`src/rtl/csi2_packet_parser.sv`:
```
// CSI-2 packet parser for a single-lane HS-only D-PHY byte stream: header, payload, footer, then phy_reset flush.
// Optional header ECC checking is compiled in with `define CSI2_ECC_CHECK_EN.
module csi2_packet_parser #(
  parameter logic [5:0]  LONG_DT_MIN  = 6'h10,
  parameter int unsigned FOOTER_BYTES = 2,
  parameter int unsigned RESET_HOLD   = 2
) (
  input  logic        clock_p,
  input  logic        reset_n,
  input  logic [7:0]  data,
  input  logic        enable,
  output logic        phy_reset,
  output logic        packet_start,
  output logic [1:0]  virtual_channel,
  output logic [5:0]  data_type,
  output logic [15:0] word_count,
  output logic        short_packet,
  output logic [7:0]  payload,
  output logic        payload_valid,
  output logic        payload_last,
  output logic        header_error
);

  typedef enum logic [1:0] {
    S_HDR,
    S_PAYLOAD,
    S_FOOTER,
    S_FLUSH
  } state_t;

  // A build without footer bytes goes straight from the payload to the flush.
  localparam state_t     AFTER_PAYLOAD = (FOOTER_BYTES == 0) ? S_FLUSH : S_FOOTER;
  localparam logic [7:0] FTR_LAST      = 8'(FOOTER_BYTES - 1);
  localparam logic [3:0] HOLD_LAST     = 4'(RESET_HOLD - 1);

  state_t      state_q, state_d;
  logic [1:0]  hdr_idx_q;
  logic [7:0]  di_q, wc_lsb_q, wc_msb_q;
  logic [15:0] pay_cnt_q;
  logic [7:0]  ftr_cnt_q;
  logic [3:0]  flush_cnt_q;

  logic [15:0] hdr_wc;
  logic        hdr_short;
  logic        hdr_last;
  logic        ecc_ok;
  logic        hdr_ok;
  logic        pay_fire;
  logic        pay_end;

  assign hdr_wc    = {wc_msb_q, wc_lsb_q};
  assign hdr_short = (di_q[5:0] < LONG_DT_MIN);
  // The ECC byte is live on data while DI and WC already sit in their registers.
  assign hdr_last  = (state_q == S_HDR) && enable && (hdr_idx_q == 2'd3);

`ifdef CSI2_ECC_CHECK_EN
  // Each parity bit is the XOR of the header bits selected by its row mask.
  function automatic logic [5:0] csi2_ecc(input logic [23:0] d);
    logic [5:0] p;
    p[0] = ^(d & 24'hF12CB7);
    p[1] = ^(d & 24'hF2555B);
    p[2] = ^(d & 24'h749A6D);
    p[3] = ^(d & 24'hB8E38E);
    p[4] = ^(d & 24'hDF03F0);
    p[5] = ^(d & 24'hEFFC00);
    return p;
  endfunction

  logic hdr_bad;

  assign ecc_ok  = (data[7:6] == 2'b00) &&
                   (csi2_ecc({wc_msb_q, wc_lsb_q, di_q}) == data[5:0]);
  assign hdr_bad = hdr_last && !ecc_ok;
`else
  assign ecc_ok       = 1'b1;
  assign header_error = 1'b0;
`endif

  // NOTE: every signal written here gets a default first, so no latch is inferred.
  always_comb begin
    state_d  = state_q;
    hdr_ok   = 1'b0;
    pay_fire = 1'b0;
    pay_end  = 1'b0;
    unique case (state_q)
      S_HDR: begin
        if (hdr_last) begin
          if (!ecc_ok) begin
            state_d = S_FLUSH;
          end else begin
            hdr_ok = 1'b1;
            if (hdr_short)              state_d = S_FLUSH;
            else if (hdr_wc == 16'd0)   state_d = AFTER_PAYLOAD;
            else                        state_d = S_PAYLOAD;
          end
        end
      end
      S_PAYLOAD: begin
        if (enable) begin
          pay_fire = 1'b1;
          if (pay_cnt_q == 16'd1) begin
            pay_end = 1'b1;
            state_d = AFTER_PAYLOAD;
          end
        end
      end
      S_FOOTER: begin
        if (enable && (ftr_cnt_q == FTR_LAST)) state_d = S_FLUSH;
      end
      S_FLUSH: begin
        // enable is deliberately not looked at here, including on the final hold cycle.
        if (flush_cnt_q == HOLD_LAST) state_d = S_HDR;
      end
      default: state_d = S_HDR;
    endcase
  end

  // NOTE: sequential state uses non-blocking assignments; reset is synchronous, sampled on clock_p.
  always_ff @(posedge clock_p) begin
    if (!reset_n) begin
      state_q         <= S_HDR;
      hdr_idx_q       <= '0;
      di_q            <= '0;
      wc_lsb_q        <= '0;
      wc_msb_q        <= '0;
      pay_cnt_q       <= '0;
      ftr_cnt_q       <= '0;
      flush_cnt_q     <= '0;
      phy_reset       <= 1'b0;
      packet_start    <= 1'b0;
      virtual_channel <= '0;
      data_type       <= '0;
      word_count      <= '0;
      short_packet    <= 1'b0;
      payload         <= '0;
      payload_valid   <= 1'b0;
      payload_last    <= 1'b0;
`ifdef CSI2_ECC_CHECK_EN
      header_error    <= 1'b0;
`endif
    end else begin
      state_q       <= state_d;
      // Registered from the next state so phy_reset is high exactly while in FLUSH.
      phy_reset     <= (state_d == S_FLUSH);
      packet_start  <= hdr_ok;
      payload_valid <= pay_fire;
      payload_last  <= pay_end;
`ifdef CSI2_ECC_CHECK_EN
      header_error  <= hdr_bad;
`endif

      if (pay_fire) payload <= data;

      if (state_q != S_HDR) begin
        hdr_idx_q <= '0;
      end else if (enable) begin
        hdr_idx_q <= hdr_idx_q + 2'd1;
        case (hdr_idx_q)
          2'd0:    di_q     <= data;
          2'd1:    wc_lsb_q <= data;
          2'd2:    wc_msb_q <= data;
          default: ;
        endcase
      end

      // Fields only move on an accepted header, so they survive FLUSH and ECC failures.
      if (hdr_ok) begin
        virtual_channel <= di_q[7:6];
        data_type       <= di_q[5:0];
        word_count      <= hdr_wc;
        short_packet    <= hdr_short;
        pay_cnt_q       <= hdr_wc;
      end else if (pay_fire) begin
        pay_cnt_q <= pay_cnt_q - 16'd1;
      end

      if (state_q != S_FOOTER) ftr_cnt_q <= '0;
      else if (enable)         ftr_cnt_q <= ftr_cnt_q + 8'd1;

      if (state_q != S_FLUSH)  flush_cnt_q <= '0;
      else                     flush_cnt_q <= flush_cnt_q + 4'd1;
    end
  end

endmodule

```
`config.mk`:
```
export PLATFORM = sky130hd
export DESIGN_NAME = csi2_packet_parser
export DESIGN_NICKNAME = d
export VERILOG_FILES = /design/src/rtl/csi2_packet_parser.sv
export SDC_FILE = /design/constraint.sdc
export NUM_CORES = 1
export LEC_CHECK = 0
export ABC_AREA = 1
export CELL_PAD_IN_SITES_DETAIL_PLACEMENT = 1
export CELL_PAD_IN_SITES_GLOBAL_PLACEMENT = 1
export CORE_UTILIZATION = 43
export CTS_CLUSTER_DIAMETER = 200
export DETAILED_ROUTE_END_ITERATION = 10
export GPL_ROUTABILITY_DRIVEN = 1
export PLACE_DENSITY = 0.8
export RECOVER_POWER = 25
export SLEW_MARGIN = 5
export SYNTH_ARGS = -nofsm -noshare
export SYNTH_HDL_FRONTEND = slang
export SYNTH_SLANG_ARGS = --single-unit
```
`constraint.sdc`:
```
create_clock -name clock_p -period 3.83 [get_ports clock_p]
set_clock_uncertainty 0.05 [all_clocks]
set_input_delay 0.9575 -clock clock_p [delete_from_list [all_inputs] [get_ports clock_p]]
set_output_delay 0.9575 -clock clock_p [all_outputs]
set_load 0.005 [all_outputs]
```
### Yosys cells after proc, flatten, opt, wreduce, memory -nomap -nowiden

Index checks and enable logic that the tools add are counted.

| storage, ports and cells | value |
|---|---|
| word-level logic and storage cells | 66 |
| bits of input ports | 11 |
| output and inout bits | 38 |
| bits in registers | 93 |

| operators by class | value |
|---|---|
| reductions and logical operators | 15 |
| order comparisons | 1 |
| equality and inequality tests | 12 |
| muxes and demuxes | 15 |
| add/sub/neg operators | 4 |
| bitwise logic cells | 2 |

Operators with widths:

| kind | number |
|---|---|
| 16-bit 2-to-1 mux | 2 |
| 16-bit by 1-bit == test with 1-bit output (second input constant) | 1 |
| 16-bit zero test | 1 |
| 16-bit by 1-bit subtractor with 16-bit output (second input constant) | 1 |
| 2-bit 2-to-1 mux | 7 |
| 3-bit AND reduction | 4 |
| 2-bit == test (second input constant) | 5 |
| 8-bit by 1-bit adder with 8-bit output (second input constant) | 1 |
| 8-bit by 1-bit == test with 1-bit output (second input constant) | 1 |
| 2-bit case mux with 4 select lines | 1 |
| 6-bit by 5-bit less-than comparator with 1-bit output (second input constant) | 1 |
| 2-bit OR reduction | 3 |
| 1-bit 2-to-1 mux | 5 |
| 4-bit by 1-bit adder with 4-bit output (second input constant) | 1 |
| 2-bit by 1-bit == test with 1-bit output (second input constant) | 2 |
| 4-bit by 1-bit == test with 1-bit output (second input constant) | 1 |
| 2-bit zero test | 2 |
| 2-bit inequality test (second input constant) | 2 |
| 2-bit nonzero test | 2 |
| 1-bit logical AND | 3 |
| 2-bit by 1-bit adder with 2-bit output (second input constant) | 1 |
| 1-bit inverter | 2 |

### Longest topological paths before layout

Gate-level depths: netlist of run 1.

| logic depth | value |
|---|---|
| depth after elaboration | 6 |
| depth in mapped cells | 12 |
| depth with buffers taken out | 12 |

### Worst setup path before layout of run 1

Ideal clock, no wire load.

| timing path | value |
|---|---|
| kind | in2reg |
| start | input port enable |
| end | register ftr_cnt_q[5] |
| slack | 1.937 ns |
| data arrival time | 1.723 ns |
| setup time | 0.119 ns |
| cell stages on the path | 8 |
| required time | 3.661 ns |
| buffers on the path | 1 |
| cell sequence | buf_4 > nand2_1 > nor2_1 > nand2_1 > nor2_1 > inv_1 > o21ai_0 > a21oi_1 |

RTL lines:

| what | RTL line | text |
|---|---|---|
| from (decl) | 11 | `input logic enable,` |
| to (signal assigned) | 178 | `else if (enable) ftr_cnt_q <= ftr_cnt_q + 8'd1;` |
| to (decl) | 40 | `logic [7:0] ftr_cnt_q;` |

### Final worst setup path of run 1

| timing path | value |
|---|---|
| start | input port enable |
| end | register pay_cnt_q[11] |

| between the ends | value |
|---|---|
| longest elaborated chain between the ends | 5 |
| elaborated cells between the ends (all ways) | 8 |
| classes of those cells | 5 x mux; 3 x reduce/logical |

Ends and longest elaborated chain:

| what | RTL line | text |
|---|---|---|
| 1-bit logical AND (2 in series) | 54 | `assign hdr_last = (state_q == S_HDR) && enable && (hdr_idx_q == 2'd3);` |
| 1-bit 2-to-1 mux | 87 | `if (hdr_last) begin` |
| 1-bit 2-to-1 mux | 85 | `unique case (state_q)` |
| 16-bit 2-to-1 mux or 2-bit nonzero test (tied branches) | -- |  |
| to (signal assigned) | 172 | `pay_cnt_q <= hdr_wc;` |
| to (signal assigned) | 174 | `pay_cnt_q <= pay_cnt_q - 16'd1;` |
| to (decl) | 39 | `logic [15:0] pay_cnt_q;` |

Several ways; a longest one is shown, not always the timed one.
A chain may end at the register's enable or synchronous reset.

==> metrics.txt, run 1 <==
power density over the cells=375.1 nW/um^2; post-layout min period=2.801 ns; DR DRC count=0; Max VDD drop=0.1529 mV; top_reg_cell synth=dfxtp_1; Combinational Power Share=9.0%; WL final=10600 um; Layout Cells excl Fill=697; CTS buffer count=9; Sw Share=26.49%; final net count=602; post-synthesis sequential area ratio=46.08%; multiplexer area fraction after synthesis=0%; CTS clock-pin slew for the worst setup and hold paths=0.09 ns; GPL Wtd Cong=0.7621; Post-Syn Area per Cell=7.454 um^2; Synth Cell Area=4040 um^2; XOR/XNOR share of the synthesized area=1.084%; maximum root-to-sink buffer count=2; Worst R2R Path Depth=7; maxcap violations=0; root buf cell=clkbuf_8; simple-gate area share of the yosys netlist=27.22%; critical path required time=4.08 ns; Slew HR=31.94%; max-slew violations=0; area growth from synthesis to layout=16.26%; Die W=98.93 um; GR Overflow Total=0; post-route setup slack=1.029 ns; Period Utilization, post-route=73.13%; routed vias/inst=5.121; leading cell type in the layout, fill and taps excluded=nand2_1; main combinational cell family by area after synthesis=simple AND/OR/NAND/NOR gates; share of cells above drive strength 1=6.655%; initial DRC count=117; first-pass GRT wire length=17530 um; Mapped Nets=563; Worst Max-Slew Pin Slew=1.020 ns; f_max=357.0 MHz; CTS sink count=93; ant diodes=0; NetSw=0.4668 mW; RSZ-0062 raised after global routing=false; first-pass detailed-route iteration total=4; worst hold start=data_type[2]$_SDFFE_PN0P_; Tot GR Track Use=22.78%; post_cts resized=0; area of the multi-input gates=1844 um^2; core box area=9153 um^2; H-tree depth=3; fraction of synthesis flops using an asynchronous set or reset pin=0%; DP HPWL=7786 um; library cells used by synthesis=37; Clock Latency Late Sink=0.35 ns; Hold EP=data_type[2]$_SDFFE_PN0P_; synthesized instance count=542; adder-cell share of the synthesized area=3.097%; Hold WS=0.4152 ns; most frequent cells in the layout=144 x nand2_1, 93 x dfxtp_1, 72 x a21oi_1, 48 x nor2_1, 43 x inv_1; Pint=1.295 mW; CP Class=input port to flop; vias=3569; Fin Setup TNS=0 ns; initial antenna violation count=0; complex-gate fraction of the synthesized area=14.15%; CTS tree=built; vias in the first global route=3571; crit path DAT=3.05 ns; port buffer count=47; Clk network pwr share=34.1%; launching point of the worst reg2reg path=hdr_idx_q[0]$_SDFFE_PP0P_; largest net degree at the start of global routing=34; Leak Pwr=1.893 nW; final hold vios=0; post-DR wirelength/cell=15.21 um; Post-CTS Setup Bufs=0; FF-to-FF setup slack=2.08 ns; Detail Route Antenna Nets=0; worst min path class=flop to flop; yosys warns=0; final setup vio count=0; row cnt=35; Initial Util=44.14%; Fillers=1196; WHS Path Cells=2; startpoint types=input port; die footprint=9787 um^2; sequential power share=57.0%; die height=98.93 um; Sequential Area=1862 um^2; number of flops mapped to enable cells by yosys=0; Placed Instances=681; # hold bufs at CTS=0; I/O pins=49; RR Endpoint=pay_cnt_q[11]$_SDFFE_PN0P_; FF+latch count, synth=93; Max FO, Critical Path=29; Setup crit end kind=flop; pre-CTS setup slack=0.6800 ns; status=completed
## layout make-up
| class | count | area share [%] |
|---|---|---|
| repair buffers | 50 | 10.42 |
| clock inverters | 5 | 0.7725 |
| well taps | 111 | 2.957 |
| multi-input cells | 379 | 39.26 |
| clock buffers | 11 | 3.010 |
| inverters | 48 | 3.942 |
| flip-flops and latches | 93 | 39.64 |
## routing by layer
metal	wire [um]	vias to the layer above	GRT usage (%)	part of all wire, %
met4	105	0	6.544	0.99
met1	5213	1690	31.26	49
met3	309	11	3.121	2.9
met2	4971	46	37.44	47
li1	-	1822	-	-
met5	0	-	0	0
## state kept, by name (all words and copies together), names as in the netlist
name	count
short_packet	1
word_count	16
payload_last	1
phy_reset	1
di_q	8
ftr_cnt_q	8
pay_cnt_q	16
data_type	6
virtual_channel	2
wc_lsb_q	8
hdr_idx_q	2
flush_cnt_q	4
state_q	2
packet_start	1
payload	8
wc_msb_q	8
payload_valid	1
## Yosys cell counts (5+ instances only)
cell type | number | area [um^2]
a21oi_1 | 72 | 360.4
a31oi_1 | 5 | 31.28
buf_4 | 6 | 45.04
clkbuf_1 | 7 | 26.28
dfxtp_1 | 93 | 1862
ha_1 | 10 | 125.1
inv_1 | 42 | 157.7
nand2_1 | 144 | 540.5
nand3_1 | 38 | 190.2
nor2_1 | 48 | 180.2
nor3_1 | 6 | 30.03
o21ai_0 | 21 | 105.1
o21ai_1 | 6 | 30.03
## worst max path at each step
stage / from / slack (ns) / cells past startpoint / end
4_1_cts: enable / 1.05 / 9 / pay_cnt_q[9]$_SDFFE_PN0P_
3_3_place_gp: enable / 0.77 / 9 / pay_cnt_q[9]$_SDFFE_PN0P_
2_1_floorplan: enable / 1.94 / 8 / ftr_cnt_q[5]$_SDFFE_PP0P_
6_report: enable / 1.03 / 9 / pay_cnt_q[11]$_SDFFE_PN0P_
3_5_place_dp: enable / 0.68 / 9 / pay_cnt_q[9]$_SDFFE_PN0P_
5_1_grt: enable / 0.84 / 9 / pay_cnt_q[15]$_SDFFE_PN0P_
## cell families (layout without fill, tap and decap cells)
kind of cell             count (synthesis)  count (layout)
AND/OR/NAND/NOR                        254             254
AO/OA/AOI/OAI                          109             109
flip-flops                              93              93
buffers and inverters                   70             114
adder cells (fa/ha/maj)                 10              10
XOR/XNOR                                 5               5
other                                    1               1
## critical path, cell delays in order
cell	delay (ns)
clkdlybuf4s50_1	0.76
inv_1	0.18
nor2_4	0.17
nand2_4	0.23
inv_4	0.32
nand2_1	0.12
o21ai_0	0.12
nand2_1	0.08
nand2_1	0.09
## metrics by stage
stage	power, mW	instance area, um^2	utilization [%]
finish	1.762	4697	51.32
global route	1.835	4697	51.32
CTS	1.778	4701	51.36
detailed placement	1.185	4523	49.42
global placement	1.180	4523	49.42
floorplan	1.135	4040	-
## power by group through the flow
stage               clock network [mW]  registers (mW)  logic [mW]
floorplan                            0            1.02       0.114
global placement                     0            1.03       0.155
detailed placement                   0            1.03       0.159
CTS                              0.614            1.00       0.160
global route                     0.650            1.01       0.179
finish                           0.600            1.00       0.158
No activity file was read; power rests on OpenSTA's default activity.
==> run 2, diff against run 1 <==
--- a/config.mk
+++ b/config.mk
@@ -8,11 +8,11 @@
 export ABC_AREA = 1
 export CELL_PAD_IN_SITES_DETAIL_PLACEMENT = 1
 export CELL_PAD_IN_SITES_GLOBAL_PLACEMENT = 1
-export CORE_UTILIZATION = 43
+export CORE_UTILIZATION = 36
 export CTS_CLUSTER_DIAMETER = 200
 export DETAILED_ROUTE_END_ITERATION = 10
 export GPL_ROUTABILITY_DRIVEN = 1
-export PLACE_DENSITY = 0.8
+export PLACE_DENSITY = 0.72
 export RECOVER_POWER = 25
 export SLEW_MARGIN = 5
 export SYNTH_ARGS = -nofsm -noshare
==> constraint.sdc (replaced) <==
create_clock -name clock_p -period 2.3 [get_ports clock_p]
set_clock_uncertainty 0.05 [all_clocks]
set_input_delay 0.575 -clock clock_p [delete_from_list [all_inputs] [get_ports clock_p]]
set_output_delay 0.575 -clock clock_p [all_outputs]
set_load 0.005 [all_outputs]
==> metrics.txt, run 2 (same netlist as run 1, synthesis figures left out) <==
maxcap violations=0; die height=107.9 um; f_max=511.0 MHz; top flop regs=pay_cnt_q (16), word_count (16); Fillers=1383; worst min path class=flop to flop; root buf cell=clkbuf_8; die footprint=11650 um^2; Slew HR=54.06%; Initial Util=37.11%; Die W=107.9 um; port buffer count=47; final hold vios=0; Placed Instances=719; first-pass detailed-route iteration total=4; power density over the cells=616.7 nW/um^2; Tot GR Track Use=20.59%; critical path required time=2.59 ns; largest net degree at the start of global routing=37; Post-CTS Setup Bufs=0; Fin Setup TNS=0 ns; launching point of the worst reg2reg path=state_q[1]$_SDFF_PN0_; I/O pins=49; Layout Cells excl Fill=735; Clock Latency Late Sink=0.38 ns; post-layout min period=1.957 ns; vias=3640; max-slew violations=0; area of the multi-input gates=1834 um^2; Sequential Area=1862 um^2; first-pass GRT wire length=18370 um; Leak Pwr=1.858 nW; ant diodes=0; share of cells above drive strength 1=7.227%; WL final=10840 um; CTS clock-pin slew for the worst setup and hold paths=0.10 ns; Worst R2R Path Depth=7; row cnt=38; initial DRC count=145; worst hold start=payload[7]$_SDFFE_PN0P_; most frequent cells in the layout=145 x nand2_1, 93 x dfxtp_1, 72 x a21oi_1, 49 x nor2_1, 46 x clkdlybuf4s50_1; Setup crit end kind=flop; FF-to-FF setup slack=0.45 ns; maximum root-to-sink buffer count=2; Detail Route Antenna Nets=0; Period Utilization, post-route=85.09%; RR Endpoint=pay_cnt_q[4]$_SDFFE_PN0P_; post-DR wirelength/cell=14.75 um; Worst Max-Slew Pin Slew=0.6891 ns; DR DRC count=0; CP Class=input port to flop; DP HPWL=8168 um; H-tree depth=3; Max VDD drop=0.3918 mV; CTS tree=built; status=completed; area growth from synthesis to layout=18.52%; routed vias/inst=4.952; post_cts resized=0; vias in the first global route=3803; CTS sink count=93; leading cell type in the layout, fill and taps excluded=nand2_1; core box area=10890 um^2; startpoint types=input port; crit path DAT=2.24 ns; GR Overflow Total=0; initial antenna violation count=0; Hold EP=payload[7]$_SDFFE_PN0P_; final setup vio count=0; CTS buffer count=9; final net count=611; RSZ-0062 raised after global routing=false; Max FO, Critical Path=12; # hold bufs at CTS=0; WHS Path Cells=2; GPL Wtd Cong=0.8088
run 2: per-layer routing:
layer	GRT usage, %	part of all wire (%)	vias to the layer above
li1	-	-	1838
met1	24.86	47	1750
met2	35.26	49	46
met3	5.304	3.0	6
met4	7.339	0.97	0
met5	0	0	-
run 2: worst max-delay path by stage:
stage	startpoint	end	slack (ns)	cells after the start
final	enable	phy_reset$_SDFF_PN0_	0.34	10
after global routing	enable	phy_reset$_SDFF_PN0_	0.19	10
after CTS	word_count[12]$_SDFFE_PN0P_	word_count[12]	0.39	1
after detailed placement	enable	wc_lsb_q[6]$_SDFFE_PN0P_	0.09	7
after global placement	enable	wc_lsb_q[7]$_SDFFE_PN0P_	0.13	7
after floorplan	enable	ftr_cnt_q[5]$_SDFFE_PP0P_	0.79	8
run 2: power by group:
part	total (mW)	switching [mW]	internal, mW
registers	1.67	0.0245	1.65
clock network	1.02	0.619	0.397
logic	0.268	0.174	0.0938
total	2.95	0.817	2.14
run 2: final cells by class:
class	count	share of cell area [%]
flip-flops and latches	93	38.88
multi-input cells	379	38.31
repair buffers	59	11.68
inverters	48	3.867
well taps	140	3.658
clock buffers	9	2.587
clock inverters	7	1.019
run 2: worst max-delay path, stage by stage:
cell and delay [ns]:
clkdlybuf4s50_1 0.47, inv_1 0.06, nor2_1 0.22, nand2_4 0.13
clkbuf_1 0.34, nor2_2 0.19, nand2_1 0.07, nand2_1 0.07
nand2_1 0.05, inv_1 0.04
run 2: per-stage QoR:
stage,hold WS [ns],worst slack [ns],power [mW],util (%),cell area (um^2)
floorplan,0.3833,0.7897,1.891,-,4040
global placement,0.3963,0.1303,1.974,42.61,4639
detailed placement,0.4068,0.09021,1.983,42.61,4639
CTS,0.4219,0.3940,3.007,44.20,4812
global route,0.4347,0.1907,3.117,43.98,4788
finish,0.4190,0.3429,2.953,43.98,4788
==> run 3, diff against run 2 <==
==> config.mk (replaced) <==
export PLATFORM = sky130hd
export DESIGN_NAME = csi2_packet_parser
export DESIGN_NICKNAME = d
export VERILOG_FILES = /design/src/rtl/csi2_packet_parser.sv
export SDC_FILE = /design/constraint.sdc
export NUM_CORES = 1
export LEC_CHECK = 0
export CELL_PAD_IN_SITES_DETAIL_PLACEMENT = 1
export CELL_PAD_IN_SITES_GLOBAL_PLACEMENT = 1
export CORE_UTILIZATION = 37
export CTS_CLUSTER_DIAMETER = 200
export DETAILED_ROUTE_END_ITERATION = 10
export GPL_ROUTABILITY_DRIVEN = 1
export PLACE_DENSITY = 0.73
export RECOVER_POWER = 25
export SLEW_MARGIN = 20
export SYNTH_ARGS = -nofsm -noshare
export SYNTH_HDL_FRONTEND = slang
export SYNTH_SLANG_ARGS = --single-unit
==> metrics.txt, run 3 <==
status=completed; sequential power share=51.5%; utilization after layout=48.38%; post_cts resized=0; Clk network pwr share=41.1%; Period Utilization, post-route=91.87%; post-synthesis sequential area ratio=49.06%; final hold vios=0; Hold WS=0.4023 ns; Tot Pwr=3.245 mW; Die W=103.3 um; Crit path max-delay family=buffers and inverters; Synth Cell Area=3795 um^2; number of flops mapped to enable cells by yosys=0; GPL Wtd Cong=0.8132; RSZ-0062 raised after global routing=false; pre-CTS setup slack=-0.07158 ns; Pint=2.469 mW; Sw Share=23.90%; Mapped Nets=484; initial DRC count=92; # hold bufs at CTS=0; crit path DAT=2.35 ns; ant diodes=0; post-layout min period=2.113 ns; Post-CTS Setup Bufs=0; post-route setup slack=0.1870 ns; power density over the cells=680.0 nW/um^2; WL final=10560 um; top_reg_cell synth=dfxtp_1; Worst Max-Slew Pin Slew=0.6225 ns; area growth from synthesis to layout=25.75%; Initial Util=38.47%; top flop regs=pay_cnt_q (16), word_count (16); Layout Cells excl Fill=658; Post-Syn Area per Cell=8.196 um^2; Synth top area share=49.06%; DR DRC count=0; worst min path class=flop to flop; H-tree depth=3; vias=3380; I/O pins=49; die footprint=10670 um^2; post-synth top area cell=dfxtp_1; Setup crit end kind=flop; NetSw=0.7757 mW; final net count=541; leading cell type in the layout, fill and taps excluded=nand2_1; yosys warns=0; critical path, cell by cell=clkdlybuf4s50_1, buf_4, and3b_1, clkbuf_1, nand2_1, o22ai_1; Buf/Inv on CP=3; critical path required time=2.53 ns; GR Overflow Total=0; initial antenna violation count=0; Combinational Power Share=7.4%; startpoint types=input port; library cells used by synthesis=47; top cells by area, synth=dfxtp_1 49%, nand2_1 13%, a21oi_1 8.8%, ha_1 3.3%, nor2_1 1.9%; Clock Latency Late Sink=0.36 ns; root buf cell=clkbuf_8; Detail Route Antenna Nets=0; post-DR wirelength/cell=16.05 um; synthesized instance count=463; maxcap violations=0; Max VDD drop=0.3078 mV; CP Class=input port to flop; most frequent cells in the layout=128 x nand2_1, 93 x dfxtp_1, 67 x a21oi_1, 38 x clkdlybuf4s50_1, 19 x nor2_1; port buffer count=47; max-slew violations=0; CTS sink count=93; CTS buffer count=9; share of cells above drive strength 1=8.571%; crit path max-delay cell type=clkbuf_1; DP HPWL=7931 um; Placed Instances=642; fraction of synthesis flops using an asynchronous set or reset pin=0%; vias in the first global route=3468; first-pass GRT wire length=17390 um; Slew HR=58.50%; FF+latch count, synth=93; maximum root-to-sink buffer count=2; die height=103.3 um; f_max=473.3 MHz; final setup vio count=0; most common library cells after synthesis=128 x nand2_1, 93 x dfxtp_1, 67 x a21oi_1, 19 x nor2_1, 15 x clkbuf_1; CTS clock-pin slew for the worst setup and hold paths=0.09 ns; routed vias/inst=5.137; CTS tree=built; row cnt=36; largest stage delay on the critical path=0.50 ns; largest net degree at the start of global routing=41; first-pass detailed-route iteration total=4; Leak Pwr=1.727 nW; core box area=9864 um^2; Max FO, Critical Path=12; top-count cell post-synth=nand2_1; Tot GR Track Use=21.59%
run 3: final timing paths:
path	start	end	slack (ns)	cells past startpoint
worst max-delay path	enable	pay_cnt_q[9]$_SDFFE_PN0P_	0.19	6
worst min-delay path	word_count[4]$_SDFFE_PN0P_	word_count[4]$_SDFFE_PN0P_	0.40	2
worst max register to register	state_q[0]$_SDFF_PN0_	pay_cnt_q[9]$_SDFFE_PN0P_	0.34	5
worst min register to register	word_count[4]$_SDFFE_PN0P_	word_count[4]$_SDFFE_PN0P_	0.40	2
run 3: kinds of logic after synthesis:
group / after synthesis / synth area share, %
other: 1 / 0.09882
buffers and inverters: 36 / 3.923
multiplexers: 1 / 0.2638
AND/OR/NAND/NOR: 208 / 25.75
adder cells (fa/ha/maj): 10 / 3.297
flip-flops: 93 / 49.06
AO/OA/AOI/OAI: 103 / 15.07
XOR/XNOR: 11 / 2.539
run 3: stage by stage:
step	TNS (ns)	cell area, um^2
finish	0	4772
global route	0	4772
CTS	0	4798
detailed placement	-0.2531	4553
global placement	-0.1514	4553
floorplan	0	3795
run 3: power groups by stage:
stage                     combinational (mW)  clock, mW  sequential, mW
after floorplan                        0.144          0            1.70
after detailed placement               0.245          0            1.71
after global placement                 0.239          0            1.71
after CTS                              0.246       1.36            1.67
after global routing                   0.265       1.44            1.68
final                                  0.241       1.33            1.67
run 3: tightest hold or removal path, stage by stage, from the launching register on:
cell and delay [ns]:
dfxtp_1 0.31, nand2_1 0.05, a21oi_1 0.05
run 3: area by class of cell:
type                       count  area, um^2
clock buffer                   9       123.9
clock inverter                 7       121.4
fill                        1196        5092
inverter                      12       45.04
multi-input combinational    334        1799
sequential                    93        1862
tap                          133       166.4
timing repair buffer          70       654.4
run 3: metal layers:
metal | vias to the layer above | track usage, % | share of wire (%)
met2 | 58 | 36.72 | 48
met3 | 10 | 3.360 | 3.2
met1 | 1618 | 27.82 | 47
met4 | 0 | 7.801 | 1.2
li1 | 1694 | - | -
met5 | - | 0 | 0
